===== src/rtl/ifetch_pkg.sv =====
// ifetch_pkg: shared types and constants for the instruction fetch unit
//   fetch_entry_t : {pc, instr} pair carried through the instruction queue
//   ifetch_pc_t   : 32-bit byte program counter
//   INSTR_BYTES   : byte stride between sequential instructions
package ifetch_pkg;
  localparam int INSTR_BYTES = 4;
  typedef logic [31:0] ifetch_pc_t;
  typedef struct packed {
    ifetch_pc_t  pc;
    logic [31:0] instr;
  } fetch_entry_t;
endpackage


===== src/rtl/program_memory_bus.sv =====
// program_memory_bus: word-read channel between fetch (consumer) and program memory
//   addr         : word index of the requested instruction
//   read_request : one read per asserted cycle
//   instr        : returned instruction word
//   data_valid   : instr is valid, a fixed latency after read_request
interface program_memory_bus;
  logic [31:0] addr;
  logic        read_request;
  logic [31:0] instr;
  logic        data_valid;
  modport CONSUMER (output addr, output read_request, input instr, input data_valid);
  modport PRODUCER (input addr, input read_request, output instr, output data_valid);
endinterface


===== src/rtl/fetch_fifo.sv =====
// fetch_fifo: synchronous queue of fetch entries with flush and same-cycle push/pop
//   clk_in/rst_n_in : clock, asynchronous active-low reset
//   flush_in        : empty the queue (wins over push/pop)
//   push_in/push_data_in : enqueue an entry
//   pop_in          : dequeue the head (only when count_out != 0)
//   head_out        : head entry, read straight from the storage registers
//   count_out       : current occupancy
module fetch_fifo
  import ifetch_pkg::*;
#(
  parameter int DEPTH = 4
) (
  input  logic                   clk_in,
  input  logic                   rst_n_in,
  input  logic                   flush_in,
  input  logic                   push_in,
  input  fetch_entry_t           push_data_in,
  input  logic                   pop_in,
  output fetch_entry_t           head_out,
  output logic [$clog2(DEPTH):0] count_out
);
  localparam int AW = $clog2(DEPTH);
  fetch_entry_t r_mem [DEPTH];
  logic [AW-1:0] r_wr, r_rd;
  logic [AW:0]   r_count;
  assign head_out  = r_mem[r_rd];
  assign count_out = r_count;
  always_ff @(posedge clk_in or negedge rst_n_in) begin
    if (!rst_n_in) begin
      for (int i = 0; i < DEPTH; i++) r_mem[i] <= '0;
      r_wr    <= '0;
      r_rd    <= '0;
      r_count <= '0;
    end else if (flush_in) begin
      r_wr    <= '0;
      r_rd    <= '0;
      r_count <= '0;
    end else begin
      if (push_in) begin
        r_mem[r_wr] <= push_data_in;
        r_wr        <= r_wr + AW'(1);
      end
      if (pop_in) r_rd <= r_rd + AW'(1);
      r_count <= r_count + (AW+1)'(push_in) - (AW+1)'(pop_in);
    end
  end
endmodule


===== src/rtl/instruction_fetch.sv =====
// instruction_fetch: PC sequencing, credit-limited program memory reads, decode queue
//   clk_in/rst_n_in   : clock, asynchronous active-low reset
//   mem               : program_memory_bus consumer (addr/read_request out, instr/data_valid in)
//   redirect_valid_in : flush everything and restart fetch at redirect_pc_in
//   redirect_pc_in    : new byte PC (low two bits ignored)
//   instr_out/pc_out  : instruction at queue head and its byte PC
//   valid_out/ready_in: decode handshake
// Optional: define IFETCH_BYPASS_EN to forward a response straight to decode when
// the queue is empty and decode is ready, saving one cycle of latency.
module instruction_fetch
  import ifetch_pkg::*;
#(
  parameter logic [31:0] RESET_PC    = 32'h0000_0000,
  parameter int          FIFO_DEPTH  = 4,
  parameter int          MEM_LATENCY = 2
) (
  input  logic                       clk_in,
  input  logic                       rst_n_in,
  program_memory_bus.CONSUMER        mem,
  input  logic                       redirect_valid_in,
  input  logic [31:0]                redirect_pc_in,
  output logic [31:0]                instr_out,
  output logic [31:0]                pc_out,
  output logic                       valid_out,
  input  logic                       ready_in
);
  localparam int FW = $clog2(FIFO_DEPTH) + 1;
  localparam int CW = $clog2(FIFO_DEPTH + MEM_LATENCY + 2);
  logic                   r_req;
  ifetch_pc_t             r_req_pc, r_pc;
  logic [MEM_LATENCY-1:0] r_live;
  ifetch_pc_t             r_tpc [MEM_LATENCY];
  logic [FW-1:0]          w_count;
  fetch_entry_t           w_head, w_resp;
  logic                   w_resp_live, w_bypass, w_fifo_valid, w_pop, w_push, w_issue;
  ifetch_pc_t             w_target, w_fetch_pc;
  logic [CW-1:0]          w_inflight, w_outstanding;
  assign w_target     = redirect_pc_in & ~ifetch_pc_t'(INSTR_BYTES - 1);
  assign w_fetch_pc   = redirect_valid_in ? w_target : r_pc;
  assign w_resp_live  = mem.data_valid & r_live[MEM_LATENCY-1];
  assign w_resp       = '{pc: r_tpc[MEM_LATENCY-1], instr: mem.instr};
  assign w_fifo_valid = w_count != '0;
`ifdef IFETCH_BYPASS_EN
  assign w_bypass = w_resp_live & ~w_fifo_valid & ready_in & ~redirect_valid_in;
`else
  assign w_bypass = 1'b0;
`endif
  assign w_pop          = w_fifo_valid & ready_in & ~redirect_valid_in;
  assign w_push         = w_resp_live & ~redirect_valid_in & ~w_bypass;
  assign valid_out      = ~redirect_valid_in & (w_fifo_valid | w_bypass);
  assign instr_out      = w_bypass ? w_resp.instr : w_head.instr;
  assign pc_out         = w_bypass ? w_resp.pc : w_head.pc;
  assign mem.addr         = {2'b00, r_req_pc[31:2]};
  assign mem.read_request = r_req;
  // Outstanding = queued after this cycle's pop + request on the bus + live tracker
  // stages. A tail response moves from tracker to queue, so the sum is conserved and
  // keeping it below FIFO_DEPTH before issuing means the queue can never overflow.
  // A redirect always issues its target: everything older is being discarded.
  always_comb begin
    w_inflight = CW'(r_req);
    for (int i = 0; i < MEM_LATENCY; i++) w_inflight = w_inflight + CW'(r_live[i]);
    w_outstanding = CW'(w_count) - CW'(w_pop | w_bypass) + w_inflight;
    w_issue       = redirect_valid_in | (w_outstanding < CW'(FIFO_DEPTH));
  end
  // r_req_pc is the registered bus request; r_pc is the next sequential PC to issue.
  // The tracker follows the bus request so its tail lines up with data_valid.
  always_ff @(posedge clk_in or negedge rst_n_in) begin
    if (!rst_n_in) begin
      r_req    <= 1'b0;
      r_req_pc <= RESET_PC;
      r_pc     <= RESET_PC;
      r_live   <= '0;
      for (int i = 0; i < MEM_LATENCY; i++) r_tpc[i] <= '0;
    end else begin
      r_req <= w_issue;
      if (w_issue) begin
        r_req_pc <= w_fetch_pc;
        r_pc     <= w_fetch_pc + ifetch_pc_t'(INSTR_BYTES);
      end
      r_live[0] <= r_req & ~redirect_valid_in;
      r_tpc[0]  <= r_req_pc;
      for (int i = 1; i < MEM_LATENCY; i++) begin
        r_live[i] <= r_live[i-1] & ~redirect_valid_in;
        r_tpc[i]  <= r_tpc[i-1];
      end
    end
  end
  fetch_fifo #(.DEPTH(FIFO_DEPTH)) u_fifo (
    .clk_in       (clk_in),
    .rst_n_in     (rst_n_in),
    .flush_in     (redirect_valid_in),
    .push_in      (w_push),
    .push_data_in (w_resp),
    .pop_in       (w_pop),
    .head_out     (w_head),
    .count_out    (w_count)
  );
endmodule


===== src/flat_wrapper.sv =====
// flat-port wrapper written by rule: the top's interface ports become plain ports
module instruction_fetch_flat import ifetch_pkg::*;
#(
  parameter logic [31:0] RESET_PC    = 32'h0000_0000,
  parameter int          FIFO_DEPTH  = 4,
  parameter int          MEM_LATENCY = 2
)
  (clk_in, rst_n_in, redirect_valid_in, redirect_pc_in, instr_out, pc_out, valid_out, ready_in, mem_addr, mem_read_request, mem_instr, mem_data_valid);
  program_memory_bus mem_i ();
  input  logic clk_in;
  input  logic rst_n_in;
  input  logic redirect_valid_in;
  input  logic [31:0] redirect_pc_in;
  output logic [31:0] instr_out;
  output logic [31:0] pc_out;
  output logic valid_out;
  input  logic ready_in;
  output wire logic [$bits(mem_i.addr)-1:0] mem_addr;
  output wire logic [$bits(mem_i.read_request)-1:0] mem_read_request;
  input wire logic [$bits(mem_i.instr)-1:0] mem_instr;
  input wire logic [$bits(mem_i.data_valid)-1:0] mem_data_valid;
  assign mem_addr = mem_i.addr;
  assign mem_read_request = mem_i.read_request;
  assign mem_i.instr = mem_instr;
  assign mem_i.data_valid = mem_data_valid;
  instruction_fetch #(.RESET_PC(RESET_PC), .FIFO_DEPTH(FIFO_DEPTH), .MEM_LATENCY(MEM_LATENCY)) u_core (.clk_in(clk_in), .rst_n_in(rst_n_in), .mem(mem_i), .redirect_valid_in(redirect_valid_in), .redirect_pc_in(redirect_pc_in), .instr_out(instr_out), .pc_out(pc_out), .valid_out(valid_out), .ready_in(ready_in));
endmodule

===== config.mk =====
export PLATFORM = sky130hd
export DESIGN_NAME = instruction_fetch_flat
export DESIGN_NICKNAME = d
export VERILOG_FILES = /design/src/rtl/ifetch_pkg.sv /design/src/rtl/program_memory_bus.sv /design/src/rtl/fetch_fifo.sv /design/src/rtl/instruction_fetch.sv /design/src/flat_wrapper.sv
export SDC_FILE = /design/constraint.sdc
export NUM_CORES = 1
export LEC_CHECK = 0
export CORE_MARGIN = 4
export CORE_UTILIZATION = 55
export CTS_CLUSTER_SIZE = 8
export DETAILED_ROUTE_END_ITERATION = 8
export PLACE_DENSITY_LB_ADDON = 0.25
export SYNTH_ARGS = -nofsm -noshare
export SYNTH_HDL_FRONTEND = slang
export SYNTH_SLANG_ARGS = --single-unit

===== constraint.sdc =====
create_clock -name clk_in -period 3.22 [get_ports clk_in]
set_input_delay 0.805 -clock clk_in [delete_from_list [all_inputs] [get_ports clk_in]]
set_output_delay 0.805 -clock clk_in [all_outputs]
set_load 0.02 [all_outputs]

# After elaboration in Yosys (flattened, before gate mapping)
# Cells that the tools add are included.
dict set report op_classes {
  addsub 9
  order_cmp 4
  mux 12
  n_bitwise 11
  n_reduce_logical 5
}
# operator count
set ops {}
lappend ops {{256-bit bitwise mux} 1}
lappend ops {{64-bit two-way mux} 3}
lappend ops {{64-bit binary-select mux with 2-bit select} 1}
lappend ops {{64-bit demux with 2-bit select} 1}
lappend ops {{32-bit by 3-bit adder with 32-bit output (second input constant)} 1}
lappend ops {{32-bit two-way mux} 1}
lappend ops {{2-bit two-way mux} 4}
lappend ops {{1-bit AND} 7}
lappend ops {{3-bit by 1-bit adder with 3-bit output} 2}
lappend ops {{3-bit >= comparator (second input constant)} 2}
lappend ops {{2-bit NOT with 3-bit output} 2}
lappend ops {{3-bit by 1-bit subtractor with 3-bit output} 2}
lappend ops {{2-bit by 1-bit adder with 2-bit output (second input constant)} 2}
lappend ops {{2-bit nonzero test} 2}
lappend ops {{3-bit adder} 1}
lappend ops {{3-bit by 1-bit < comparator with 1-bit output (second input constant)} 1}
lappend ops {{3-bit < comparator (second input constant)} 1}
lappend ops {{3-bit two-way mux} 1}
lappend ops {{3-bit nonzero test} 1}
lappend ops {{1-bit by 1-bit adder with 2-bit output} 1}
lappend ops {{2-bit AND reduction} 1}
lappend ops {{1-bit logical AND} 1}
lappend ops {{1-bit NOT} 1}
lappend ops {{1-bit OR} 1}
dict set report totals {
  reg_bits 394
  inputBits 69
  wordCells 58
}

# Logic depth before layout (Yosys ltp)
dict set report logic_depth {
  word_depth 7
  ltp_mapped 18
}

# By module
# From an unflattened synthesis, not the netlist that was laid out.
dict set report hier_totals {
  cells_unflattened 1147
  area_unflattened_um2 18077.3
}
# mod n_inst cells_each area_per_inst_um2
set modules_own_cells {}
lappend modules_own_cells {fetch_fifo 1 657 12523.3}
lappend modules_own_cells {instruction_fetch 1 490 5554.1}

# Least setup slack after synthesis
# OpenSTA, ideal clock, no wires.
dict set report synth_timing {
  path_kind {input-to-reg}
  start {input port redirect_valid_in}
  end {register u_core.r_req_pc[27]}
  setup_ps 131
  arrival_time_ps 4068
  required_ps 3089
  setup_slack_ps -979
  cell_stages 17
  path_buffers 8
  path_cell_list {buf_6 > buf_6 > buf_4 > clkbuf_1 > clkbuf_1 > clkbuf_1 > nor2_1 > ha_1 > inv_1 > ha_1 > a21o_1 > a21oi_1 > xor2_1 > buf_2 > buf_2 > mux2i_1 > o21ai_1}
}
dict set report synth_via {
  elab_chain_cells 6
  elab_cells_between_ends 7
  classes_between {add/sub (2); order compare (1); mux (1); bitwise (3)}
}
# element line_no
set synth_lines {}
lappend synth_lines {{start, declared} flat_wrapper.sv:12} ;# input logic redirect_valid_in;
lappend synth_lines {{1-bit NOT (no line)} --}
lappend synth_lines {{1-bit AND} instruction_fetch.sv:48} ;# assign w_pop = w_fifo_valid & ready_in & ~redirect_valid_in;
lappend synth_lines {{3-bit by 1-bit subtractor with 3-bit output} instruction_fetch.sv:62} ;# w_outstanding = CW'(w_count) - CW'(w_pop | w_bypass) + w_inflight;
lappend synth_lines {{3-bit adder} instruction_fetch.sv:62}
lappend synth_lines {{3-bit < comparator} instruction_fetch.sv:63} ;# w_issue = redirect_valid_in | (w_outstanding < CW'(FIFO_DEPTH));
lappend synth_lines {{1-bit OR} instruction_fetch.sv:63}
lappend synth_lines {{end signal, assigned} instruction_fetch.sv:77} ;# r_req_pc <= w_fetch_pc;
lappend synth_lines {{end, declared} instruction_fetch.sv:30} ;# ifetch_pc_t r_req_pc, r_pc;
# Several ways; a longest one is shown, not always the timed one.
# A chain may end at the register's enable or synchronous reset.

# Worst setup path in the final report
dict set report layout_timing {
  start {register u_core.u_fifo.r_rd[0]}
  end {output port pc_out[13]}
}
dict set report layout_via {
  elab_chain_cells 4
}
# element line_no
set layout_lines {}
lappend layout_lines {{start, declared} fetch_fifo.sv:24} ;# logic [AW-1:0] r_wr, r_rd;
lappend layout_lines {{start signal, assigned} fetch_fifo.sv:43} ;# if (pop_in) r_rd <= r_rd + AW'(1);
lappend layout_lines {{2-bit NOT with 3-bit output (not written as such)} fetch_fifo.sv:26} ;# assign head_out = r_mem[r_rd];
lappend layout_lines {{64-bit binary-select mux with 2-bit select} fetch_fifo.sv:26}
lappend layout_lines {{64-bit two-way mux (not written as such) (2 in a row)} fetch_fifo.sv:26}
lappend layout_lines {{end, declared} flat_wrapper.sv:15} ;# output logic [31:0] pc_out;
# No other way between the ends. The select of a mux whose other input is x is not followed.

==> impl_summary.log <==
INFO  metric worst_vdd_drop = 0.6475 mV
INFO  metric numClockSinks = 378
INFO  metric die_w = 181.4 um
INFO  metric via_count = 9,888
INFO  metric final.setup_skew = 0.03025 ns
INFO  metric gr-max-usage-layer = met2
INFO  metric power.switching = 5.569 mW
INFO  metric first_global_vias = 10,844
INFO  metric worstSetupEndpointType = output port
INFO  metric core_area = 29,640 um^2
INFO  metric final-max-slew-violation-count = 0
INFO  metric number_of_enable_type_register_cells_in_the_synthesized_netlist = 0
INFO  metric route.detailed.drc = 0
INFO  metric use_met2 = 36.56%
INFO  metric min_period_over_period = 98.14%
INFO  metric number_of_iterations_in_the_first_detailed_routing_pass = 4
INFO  metric worst_path_max_delay_cell = clkdlybuf4s50_1
INFO  metric fmax = 316.5 MHz
INFO  metric h-tree-depth = 2
INFO  metric clkTransAtPathRegs = 0.05 ns
INFO  metric area_delta_synth_final = 24.69%
INFO  metric dieHeight = 181.4 um
INFO  metric drt-initial-drc-count = 631
INFO  metric outcome = complete, no violations
INFO  metric syn-mean-instance-area = 14.59 um^2
INFO  metric groute.layer.met1.usage = 30.10%
INFO  metric worstSetupStartpointType = flip-flop
INFO  metric clock_network_power_share = 27.3%
INFO  metric share_seq_of_total_power = 38.2%
INFO  metric fillCellCount = 2,059
INFO  metric finalWorstPathRequiredPeriod = 3.160 ns
INFO  metric core.rowCount = 63
INFO  metric drive_gt1_share = 34.57%
INFO  metric hold_buffers = 0
INFO  metric power.switching_fraction = 31.75%
INFO  metric wl = 35,110 um
INFO  metric worst-path-max-fanout = 7
INFO  metric slew-limit-headroom = 65.03%
INFO  metric initial_antenna_violation_count = 1
INFO  metric grt_overflow = 0
INFO  metric critical_path.max_stage_delay = 0.55 ns
INFO  metric holdCritPathClass = input pin to async pin
INFO  metric io_pins = 167
INFO  metric max_cap_violations = 0
INFO  metric synth_most_common_cell = dfrtp_1
INFO  metric drt.antenna.violating_nets = 0
INFO  metric worstPathCellList = buf_6 -> mux4_2 -> clkdlybuf4s50_1
INFO  metric grt_setup_unrepaired = false
INFO  metric ys_types = 54
INFO  metric ff2ff_path_depth = 14
INFO  metric fp.dieArea = 32,900 um^2
INFO  metric preCtsSetupSlack = -0.3183 ns
INFO  metric final_nets = 1,425
INFO  metric clock_tree.buffer_depth = 3
INFO  metric ys_seq_area_share = 57.22%
INFO  metric numPortBuffers = 160
INFO  metric leading_area_contributor_after_synthesis = dfrtp_1
INFO  metric maximum_number_of_pins_on_one_net_before_global_route_repair = 99
INFO  metric synthTopCellsByArea = dfrtp_1 57%, mux2_2 17%, mux4_2 8.4%, mux2i_1 3.0%, xnor2_1 2.1%
INFO  metric post-route-worst-setup-slack = 0.06004 ns
INFO  metric grtUsageTotal = 21.81%
INFO  metric worstSkewPairLatency = 0.56 ns
INFO  metric timing.setup.critical_path_class = flip-flop to output port
INFO  metric r2r_slack = 0.24 ns
INFO  metric yosysWarningCount = 0
INFO  metric synth.top_cells.by_count = 378 x dfrtp_1, 249 x mux2_2, 68 x nand2_1, 62 x mux4_2, 50 x mux2i_1
INFO  metric grt_pass1_wl = 58,150 um
INFO  metric instances_no_fill = 1,739
INFO  metric postSynth.topFlopCell = dfrtp_1
INFO  metric drt-wirelength-per-cell = 20.19 um
INFO  metric netlist.area_leader.share = 57.22%
INFO  metric tritoncts = yes
INFO  metric setup_viol = 0
INFO  metric grt_util_met3 = 3.526%
INFO  metric placedInstanceArea = 19,130 um^2
INFO  metric avgViaCountPerCell = 5.686
INFO  metric crit_arrival = 2.35 ns
INFO  metric final-hold-violation-count = 0
INFO  metric portion_of_total_power_attributed_to_combinational_logic = 34.5%
INFO  metric power.internal = 11.97 mW
INFO  metric cts_inserted_buffers = 53
INFO  metric synth_seq_cells = 378
INFO  metric syn_inst = 1,133
INFO  metric power_per_cell_area = 850.7 nW/um^2
INFO  metric start_util = 55.78%
INFO  metric clk_root_buffer_cell = clkbuf_16
INFO  metric critical_path.reg2reg.endpoint = u_core.r_pc[16]$_DFFE_PN0P_
INFO  metric worst_slew_pin_slew = 0.5207 ns
INFO  metric async_reset_ff_share = 100.0%
INFO  metric cellLeakagePower = 9.715 nW
INFO  metric dp_cells = 1,676
INFO  metric cp.required = 2.41 ns
INFO  metric fin_area = 20,610 um^2
INFO  metric gpl.final_weighted_congestion = 0.8265
INFO  metric fin_setup_tns = 0 ns
INFO  metric reg2reg_from = u_core.u_fifo.count_out[2]$_DFF_PN0_
INFO  metric post-layout-total-power = 17.54 mW
INFO  metric netlist_area_before_placement = 16,530 um^2
INFO  metric dp_hpwl = 22,660 um
## per-layer routing
metal | share of wire [%] | vias up
met3 | 4.3 | 55
met5 | 0 | -
li1 | - | 4488
met4 | 2.2 | 0
met2 | 51 | 196
met1 | 43 | 5149
## flip-flops by register name (all words and copies together), names as in the netlist
| name | cells |
|---|---|
| u_core.mem.read_request | 1 |
| u_core.u_fifo.count_out | 3 |
| u_core.u_fifo.r_wr | 2 |
| u_core.r_pc | 30 |
| u_core.r_tpc | 60 |
| u_core.u_fifo.r_rd | 2 |
| u_core.r_req_pc | 30 |
| u_core.r_live | 2 |
| u_core.u_fifo.r_mem | 248 |
## through the flow
step / hold slack, ns / utilization, %
2_1_floorplan: 0.3312 / -
3_3_place_gp: 0.3318 / 64.53
3_5_place_dp: 0.3347 / 64.53
4_1_cts: 0.1697 / 69.18
5_1_grt: 0.1927 / 69.55
6_report: 0.1836 / 69.55
## placed cells by master (no fill, tap or decap), drive strengths merged, types with 3 or more instances in the layout
master         count
clkdlybuf4s50     98
nor3              14
a22oi              6
xor2              22
nor4b              3
nor2              26
nand2             68
nand3b            11
inv               15
conb               4
nand3             22
nor2b              4
mux4              62
nand2b             3
mux2             249
mux2i             50
dlygate4sd2       37
nor4               6
dfrtp            378
clkbuf            56
o21ai             39
xnor2             40
ha                11
dlymetal6s2s      23
buf               62
nand4              5
a21oi              8
## worst max path at each step
stage / startpoint / to / slack (ns) / depth (start not counted)
2_1_floorplan: redirect_valid_in / u_core.r_req_pc[10]$_DFFE_PN0P_ / -0.27 / 17
3_3_place_gp: ready_in / u_core.r_pc[21]$_DFFE_PN0P_ / -0.27 / 13
3_5_place_dp: ready_in / u_core.r_pc[21]$_DFFE_PN0P_ / -0.32 / 13
4_1_cts: u_core.u_fifo.r_rd[0]$_DFFE_PN0P_ / pc_out[11] / -0.09 / 3
5_1_grt: u_core.u_fifo.r_rd[0]$_DFFE_PN0P_ / pc_out[13] / 0.0009 / 3
6_report: u_core.u_fifo.r_rd[0]$_DFFE_PN0P_ / pc_out[13] / 0.06 / 3
## repair_timing
item	in CTS	in global routing
cloned	0	1
buffers inserted	1	1
pin swaps	0	0
setup endpoints to repair	55	32
gates resized for setup	38	26
## area by class of cell
type	count	area (um^2)	area share [%]
inverters	14	52.55	0.2549
flip-flops and latches	378	9464	45.91
diodes	1	2.502	0.01214
multi-input cells	676	6834	33.15
clock inverters	4	73.82	0.3581
repair buffers	221	2365	11.47
well taps	390	488.0	2.367
clock buffers	55	1334	6.470
## cells by family after synthesis
kind of cell	synth area share, %
flops	57.22
mux	28.43
simple gates	5.358
buf+inv	2.316
compound gates	2.414
xor+xnor	3.285
fa+ha+maj	0.9536
other cells	0.02268
## power groups by stage
| stage | clock, mW | combinational (mW) | sequential, mW |
|---|---|---|---|
| finish | 4.79 | 6.05 | 6.70 |
| global route | 5.15 | 6.47 | 6.85 |
| detailed placement | 0 | 6.27 | 6.79 |
| floorplan | 0 | 3.57 | 6.66 |
| global placement | 0 | 6.17 | 6.72 |
| CTS | 4.92 | 6.12 | 6.71 |
## worst max-delay path, delay by kind of cell (launching register included)
family,cells,cell delay (ns)
buffers and inverters,2,0.76
flip-flops,1,0.52
multiplexers,1,0.50
(Power assumes the default switching activity.)
